`src/rtl/trng_harvester.sv`:
```
// Entropy harvester: synchronises biased oscillator outputs, conditions them (raw / XOR / von Neumann),
// packs bits into words, runs a sticky repetition-count health test and buffers words in a small FIFO.
module trng_harvester #(
    parameter int NUM_CH      = 4,
    parameter int WORD_W      = 8,
    parameter int SYNC_STAGES = 2,
    parameter int FIFO_DEPTH  = 4,
    parameter int REP_LIMIT   = 16
) (
    input  logic                          clk,
    input  logic                          rst_n,
    input  logic                          en,
    input  logic [1:0]                    mode,
    input  logic [NUM_CH-1:0]             raw_in,
    input  logic                          clr_fail,
    output logic [WORD_W-1:0]             out_data,
    output logic                          out_valid,
    input  logic                          out_ready,
    output logic [$clog2(FIFO_DEPTH):0]   fifo_count,
    output logic                          health_fail,
    output logic                          overflow
);

    localparam int CW = $clog2(FIFO_DEPTH) + 1;
    localparam int PW = $clog2(FIFO_DEPTH);
    localparam int RW = $clog2(REP_LIMIT + 1);
    localparam int BW = (WORD_W > 2) ? $clog2(WORD_W) : 1;

    localparam logic [1:0] MODE_RAW = 2'd0;
    localparam logic [1:0] MODE_VN  = 2'd2;

    logic [NUM_CH-1:0] sync_q [SYNC_STAGES];
    logic [NUM_CH-1:0] s;
    logic [1:0]        mode_q;
    logic              vn_phase;
    logic              vn_bit;
    logic [RW-1:0]     rep_cnt;
    logic              last_b;
    logic [BW-1:0]     bit_cnt;
    logic [WORD_W-2:0] sr;

    logic [WORD_W-1:0] mem [FIFO_DEPTH];
    logic [PW-1:0]     wr_ptr;
    logic [PW-1:0]     rd_ptr;

    logic              mode_chg;
    logic              gen_ok;
    logic              emit;
    logic              b;
    logic [RW-1:0]     rep_next;
    logic              trip;
    logic              word_done;
    logic [WORD_W-1:0] word;
    logic              push;
    logic              pop;
    logic              full;
    logic              push_ok;
    logic              drop;
    logic [PW-1:0]     rd_ptr_next;
    logic [CW-1:0]     left;

    always_ff @(posedge clk or negedge rst_n) begin
        if (!rst_n) begin
            for (int i = 0; i < SYNC_STAGES; i++) sync_q[i] <= '0;
        end else begin
            sync_q[0] <= raw_in;
            for (int i = 1; i < SYNC_STAGES; i++) sync_q[i] <= sync_q[i-1];
        end
    end

    assign s        = sync_q[SYNC_STAGES-1];
    assign mode_chg = (mode != mode_q);
    // Generation is suppressed while the health test is tripped, while clearing, and on a mode switch.
    assign gen_ok   = en & ~health_fail & ~clr_fail & ~mode_chg;

    always_comb begin
        emit = 1'b0;
        b    = 1'b0;
        case (mode)
            MODE_RAW: begin
                emit = gen_ok;
                b    = s[0];
            end
            MODE_VN: begin
                emit = gen_ok & vn_phase & (s[0] != vn_bit);
                b    = vn_bit;
            end
            default: begin
                emit = gen_ok;
                b    = ^s;
            end
        endcase
    end

    always_comb begin
        rep_next = RW'(1);
        if (rep_cnt != '0 && b == last_b) rep_next = rep_cnt + RW'(1);
    end

    assign trip      = emit & (rep_next == RW'(REP_LIMIT));
    assign word_done = emit & (bit_cnt == BW'(WORD_W - 1));
    assign word      = {sr, b};
    assign push      = word_done & ~trip;

    assign out_valid   = (fifo_count != '0);
    assign pop         = out_valid & out_ready;
    assign full        = (fifo_count == CW'(FIFO_DEPTH));
    assign push_ok     = push & (~full | pop);
    assign drop        = push & ~push_ok;
    assign rd_ptr_next = rd_ptr + PW'(pop);
    assign left        = pop ? fifo_count - CW'(1) : fifo_count;

    always_ff @(posedge clk or negedge rst_n) begin
        if (!rst_n) begin
            mode_q      <= '0;
            vn_phase    <= 1'b0;
            vn_bit      <= 1'b0;
            rep_cnt     <= '0;
            last_b      <= 1'b0;
            bit_cnt     <= '0;
            sr          <= '0;
            health_fail <= 1'b0;
            overflow    <= 1'b0;
        end else begin
            mode_q <= mode;
            if (clr_fail) begin
                health_fail <= 1'b0;
                overflow    <= 1'b0;
                rep_cnt     <= '0;
                bit_cnt     <= '0;
                vn_phase    <= 1'b0;
            end else begin
                if (drop) overflow <= 1'b1;
                if (trip) health_fail <= 1'b1;
                if (mode_chg) begin
                    bit_cnt  <= '0;
                    vn_phase <= 1'b0;
                    rep_cnt  <= '0;
                end else if (!en) begin
                    vn_phase <= 1'b0;
                end else if (!health_fail) begin
                    if (mode == MODE_VN) begin
                        vn_phase <= ~vn_phase;
                        if (!vn_phase) vn_bit <= s[0];
                    end
                    if (emit) begin
                        rep_cnt <= rep_next;
                        last_b  <= b;
                        sr      <= word[WORD_W-2:0];
                        // A trip throws away the partial word along with the completing bit.
                        if (trip || word_done) bit_cnt <= '0;
                        else                   bit_cnt <= bit_cnt + BW'(1);
                    end
                end
            end
        end
    end

    always_ff @(posedge clk) begin
        if (push_ok) mem[wr_ptr] <= word;
    end

    always_ff @(posedge clk or negedge rst_n) begin
        if (!rst_n) begin
            wr_ptr     <= '0;
            rd_ptr     <= '0;
            fifo_count <= '0;
            out_data   <= '0;
        end else begin
            if (push_ok) wr_ptr <= wr_ptr + PW'(1);
            rd_ptr     <= rd_ptr_next;
            fifo_count <= fifo_count + CW'(push_ok) - CW'(pop);
            // Head register: the next resident entry, or the word being pushed into an emptying FIFO.
            if (left != '0)   out_data <= mem[rd_ptr_next];
            else if (push_ok) out_data <= word;
        end
    end

endmodule

```
`config.mk`:
```
export PLATFORM = sky130hd
export DESIGN_NAME = trng_harvester
export DESIGN_NICKNAME = d
export VERILOG_FILES = /design/src/rtl/trng_harvester.sv
export SDC_FILE = /design/constraint.sdc
export NUM_CORES = 1
export LEC_CHECK = 0
export CORE_AREA = 4 4 97 99
export CTS_BUF_LIST = sky130_fd_sc_hd__clkbuf_4 sky130_fd_sc_hd__clkbuf_8
export DETAILED_ROUTE_END_ITERATION = 12
export DIE_AREA = 0 0 101 103
export PLACE_DENSITY_LB_ADDON = 0.12
export SLEW_MARGIN = 30
export SYNTH_ARGS = -nofsm -noshare
export SYNTH_HDL_FRONTEND = slang
export SYNTH_SLANG_ARGS = --single-unit
```
`constraint.sdc`:
```
create_clock -name clk -period 4 [get_ports clk]
set_input_delay 0.4 -clock clk [delete_from_list [all_inputs] [get_ports clk]]
set_output_delay 0.4 -clock clk [all_outputs]
set_load 0.02 [all_outputs]
```
After elaboration in Yosys (flattened, before gate mapping) --
Memories as Yosys holds them, arrays and structs flattened. Index checks and enable logic that the tools add are counted.
Word-level totals: memories kept 1, bits in registers 45, word-level logic and storage cells 96, RAM bits 32, output and inout bits 14
Operators by class: multiplexer cells 28, equal/unequal tests 10, reduce and logical (&&, ||, !) cells 16, bitwise operators 19, $add $sub $neg 7
Memories:
- mem | depth 4, width 8, rd ports 1, clocked after memory_dff 0, write ports 1, RTL line 42 | logic [WORD_W-1:0] mem [FIFO_DEPTH];
Operator list (number):
- $mux W5 | 6
- $mux W3 | 7
- $mux W8 | 2
- $mux W1 | 12
- $reduce_bool A3 Y1 | 4
- $and A1 B1 Y1 | 11
- $not A1 Y1 | 7
- $eq A3 B3 Y1 const B | 2
- $reduce_and A6 Y1 | 1
- $reduce_bool A2 Y1 | 3
- $add A5 B1 Y5 const B | 1
- $eq A5 B5 Y1 const B | 1
- $reduce_and A5 Y1 | 1
- $reduce_bool A5 Y1 | 1
- $ne A4 B1 Y1 const B | 1
- $ne A4 B3 Y1 const B | 1
- $reduce_xor A4 Y1 | 1
- $add A3 B1 Y3 | 1
- $add A3 B1 Y3 const B | 1
- $ne A3 B2 Y1 const B | 1
- $reduce_and A3 Y1 | 1
- $sub A3 B1 Y3 | 1
- $sub A3 B1 Y3 const B | 1
- $add A2 B1 Y2 | 1
- 11 further kinds | 11

Longest topological paths before layout --
depth after elaboration 15, gate-level depth with buffers 14

Worst setup path before layout --
No wires, ideal clock.
path type input to register, start in mode[0], end reg fifo_count[2], data required time 3877 ps, setup slack 1047 ps, buffers on the path 2, setup time 123 ps, stages on the path 13, arrival time 2831 ps, cells stage by stage xor2_1 or3_1 buf_2 nor3_4 o21ai_1 nor2_1 inv_2 buf_2 ha_1 inv_1 ha_1 fa_1 xnor2_1
On the way: word-level cells in the longest chain between the ends 12, elaborated cells between the ends (all ways) 20, classes of those cells add/sub (2); eq/ne (4); mux (3); bitwise (9); reduce/logical (2)
Ends and longest elaborated chain:
- start, declared | RTL line 13 | input logic [1:0] mode,
- $eq A2 B2 Y1 (tied with other cells) | RTL line 79 | case (mode)
- $pmux W1 S2 / $not A1 Y1 (equally long branches)
- $eq A1 B1 Y1 / $and A1 B1 Y1 (equally long branches) | RTL line 97, 74
- $logic_and A1 B1 Y1 / $and A1 B1 Y1 (equally long branches) | RTL line 97, 85
- $mux W5 / $and A1 B1 Y1 (equally long branches) | RTL line 97, 85
- $eq A5 B5 Y1 / $mux W1 (equally long branches) | RTL line 100, 79
- $and A1 B1 Y1 | RTL line 100 | assign trip = emit & (rep_next == RW'(REP_LIMIT));
- $not A1 Y1 | RTL line 103 | assign push = word_done & ~trip;
- $and A1 B1 Y1 (*) | RTL line 103
- $and A1 B1 Y1 (*) | RTL line 108 | assign push_ok = push & (~full | pop);
- $add A3 B1 Y3 (*) | RTL line 172 | fifo_count <= fifo_count + CW'(push_ok) - CW'(pop);
- $sub A3 B1 Y3 (*) | RTL line 172
- end signal, assigned | RTL line 172
- end, declared | RTL line 19 | output logic [$clog2(FIFO_DEPTH):0] fifo_count,
Mark *: on every way between the ends. The rest lies on a longest branch, timed or not. A chain may end at the register's enable or synchronous reset.

Worst setup path in the final report --
Same ends and word-level chain as after synthesis.

==> results.toml <==
[timing]
drv_slew = 0
period_minus_slack_ns = 3.12
slew_headroom = 0.548
clock_skew_ns = 0.00806
finalHoldViolCount = 0
whs_ns = 0.0492
setup_violations = 0
fin_setup_tns_ns = 0
worst_pin_slew_ns = 0.677
rsz0062_at_grt = "no"
max_clock_freq_mhz = 320
period_share = 0.781

[setup_path]
critPathLaunchType = "input port"
worstSetupPathType = "input port to flip-flop"
path_cells = "clkdlybuf4s50_1 > xor2_1 > or3_1 > nor3_4 > o21ai_1 > nor2_1 > inv_2 > ha_1 > inv_1 > ha_1 > fa_1 > xnor2_1"
crit_arrival_ns = 3.35
crit_path_top_delay_cell = "clkdlybuf4s50_1"
cp-end-kind = "flip-flop"
critPathMaxStageDelay_ns = 0.51
crit_top_cell = "ha_1"
worstPathRequired_ns = 4.23
critical_path.max_fanout = 8

[finish]
final_common_cell = "dfrtp_1"
syn_to_final_growth_pct = 17.9
seq_area_um2 = 2060
drive_above_1_share = 0.125
multi_input_area_um2 = 1170
layout_common_cells = "44 x dfrtp_1, 41 x nand2_1, 32 x edfxtp_1"
fill_cells = 770
fin_util = 0.457
diodes = 0
nNetsFinal = 308

[clocking]
root_buffer = "clkbuf_8"
cts_max_level = 3
cts-resized-gates = 0
cts_setup_buffers = 0
hold_buffers = 0
clk_latency_ns = 0.34
cts.clk_slew.worst_paths_ns = 0.08
clock-sinks = 76
numCtsBuffers = 9
max-clock-path-buffers = 2
cts_tree = "built"

[synthesis]
synth.largest_area_cell = "dfrtp_1"
yosys_warnings = 0
synth_area_leaders = "dfrtp_1 33%, edfxtp_1 29%, mux4_2 5.4%"
synth_top_area_share = 0.332
synth_top_family_by_area = "simple AND/OR/NAND/NOR gates"
synth_ff_type = "dfrtp_1"
ys_ff_latch = 76
synth_fa_ha_area_frac = 0.0551
synth_fp_nets = 278
synth-compound-area-share = 0.0551
synth_simple_gate_area_frac = 0.133
synth_mux_area_frac = 0.0706
synth_edf_count = 32
synthesis.area_um2 = 3310
yosysUniqueCellTypes = 42
synthCells = 253
synth_seq_area_share = 0.622
synth-xor-area-share = 0.0389
syn_area_per_cell_um2 = 13.1
synth_async_sr_flop_share = 0.579

[run]
maxCapViolCount = 0

[floorplan]
io_pins = 25
start_util = 0.388
die_area_um2 = 10400
fp.dieW_um = 101
die_h_um = 103
rows = 34
core_area_um2 = 8550

[power_and_ir_drop]
power.density_nw_per_um2 = 623
ir_worst_vdd_mv = 0.206
cellLeakagePower_nw = 1.58

[route]
drc = 0
first_pass_iters = 4
ant_nets = 0
drt_iter0_drc = 63
wirelength_mm = 5.83
via_per_inst = 4.87
routed-via-count = 1927
wl_per_cell_um = 14.7

[place]
gp_congestion = 0.768
port_buffers = 24
dp_hpwl_mm = 4.06

[global_route]
grt_max_degree = 45
grt_usage = 0.130
grt_overflow = 0
grt_pass1_vias = 1953
antenna_found_initial = 0
grt_pass1_wl_mm = 10.3

[min_path]
hp-class = "input port to asynchronous set/reset pin"

[run_status]
status = "finished, final reports clean"
-- registers in the layout (all words and copies together), names as in the netlist --
register / count
rep_cnt: 5
sync_q: 4
vn_bit: 1
mem: 32
vn_phase: 1
health_fail: 1
overflow: 1
rd_ptr: 2
out_data: 8
s: 4
bit_cnt: 3
wr_ptr: 2
sr: 7
mode_q: 2
fifo_count: 3
-- path summary, 6_finish.rpt --
path                       startpoint       endpoint  slack (ns)  cells after the start
min in group clk            sync_q[4]           s[0]        0.35                      0
min                             rst_n      sync_q[6]        0.05                      1
max reg2reg                rep_cnt[1]  fifo_count[2]        1.06                     12
max in group asynchronous       rst_n          sr[0]        3.56                      1
min reg2reg                 sync_q[4]           s[0]        0.35                      0
max                           mode[0]  fifo_count[2]        0.88                     12
-- cells in the mapped netlist (all sizes together), types with 2 or more instances --
cell type and instances:
dfrtp 44, nand2 41, edfxtp 32, ha 13
nand3 13, inv 12, nor2 12, xor2 9
mux4 8, o211ai 8, o21ai 7, buf 6
nor3 6, and2 5, a21oi 3, mux2 3
nand2b 3, or3 3, xnor2 3, a21o 2
a22o 2, mux2i 2, nand3b 2, nor4 2
-- layout make-up --
type / count / share of cell area
Clock buffer: 9 / 0.0317
Clock inverter: 7 / 0.0295
Inverter: 12 / 0.0115
Multi-Input combinational cell: 158 / 0.300
Sequential cell: 76 / 0.528
Tap cell: 108 / 0.0346
Timing Repair Buffer: 26 / 0.0647
-- stage by stage --
stage | setup WS (ns) | cells | power [mW] | instance area, um2
floorplan | 1.05 | 253 | 1.51 | 3310
global placement | 0.558 | 380 | 1.77 | 3660
detailed placement | 0.508 | 380 | 1.78 | 3670
CTS | 0.881 | 396 | 2.48 | 3910
global route | 0.682 | 396 | 2.61 | 3910
finish | 0.877 | 396 | 2.43 | 3910
-- cell families (layout without fill, tap and decap cells) --
group	Yosys count	after routing
buffers and inverters	19	54
XOR/XNOR	13	13
flip-flops	76	76
AO/OA/AOI/OAI	27	27
AND/OR/NAND/NOR	91	91
adder cells (fa/ha/maj)	14	14
multiplexers	13	13
-- power breakdown --
group,switching (mW),leakage (nW),internal (mW)
clock,0.278,0.117,0.412
combinational,0.367,0.614,0.351
sequential,0.0935,0.845,0.931
total,0.739,1.58,1.69
-- layer usage --
| layer | track usage | share of wire |
|---|---|---|
| met4 | 0.0521 | 0.016 |
| met5 | 0 | 0 |
| met3 | 0.0359 | 0.032 |
| met1 | 0.180 | 0.50 |
| met2 | 0.196 | 0.45 |
-- worst max-delay path, delay by kind of cell --
family / cells / cell delay [ns]
adder cells (fa/ha/maj): 3 / 0.83
buffers and inverters: 3 / 0.60
AND/OR/NAND/NOR: 3 / 1.00
XOR/XNOR: 2 / 0.33
AO/OA/AOI/OAI: 1 / 0.18
Power figures use the tool's default switching activity.
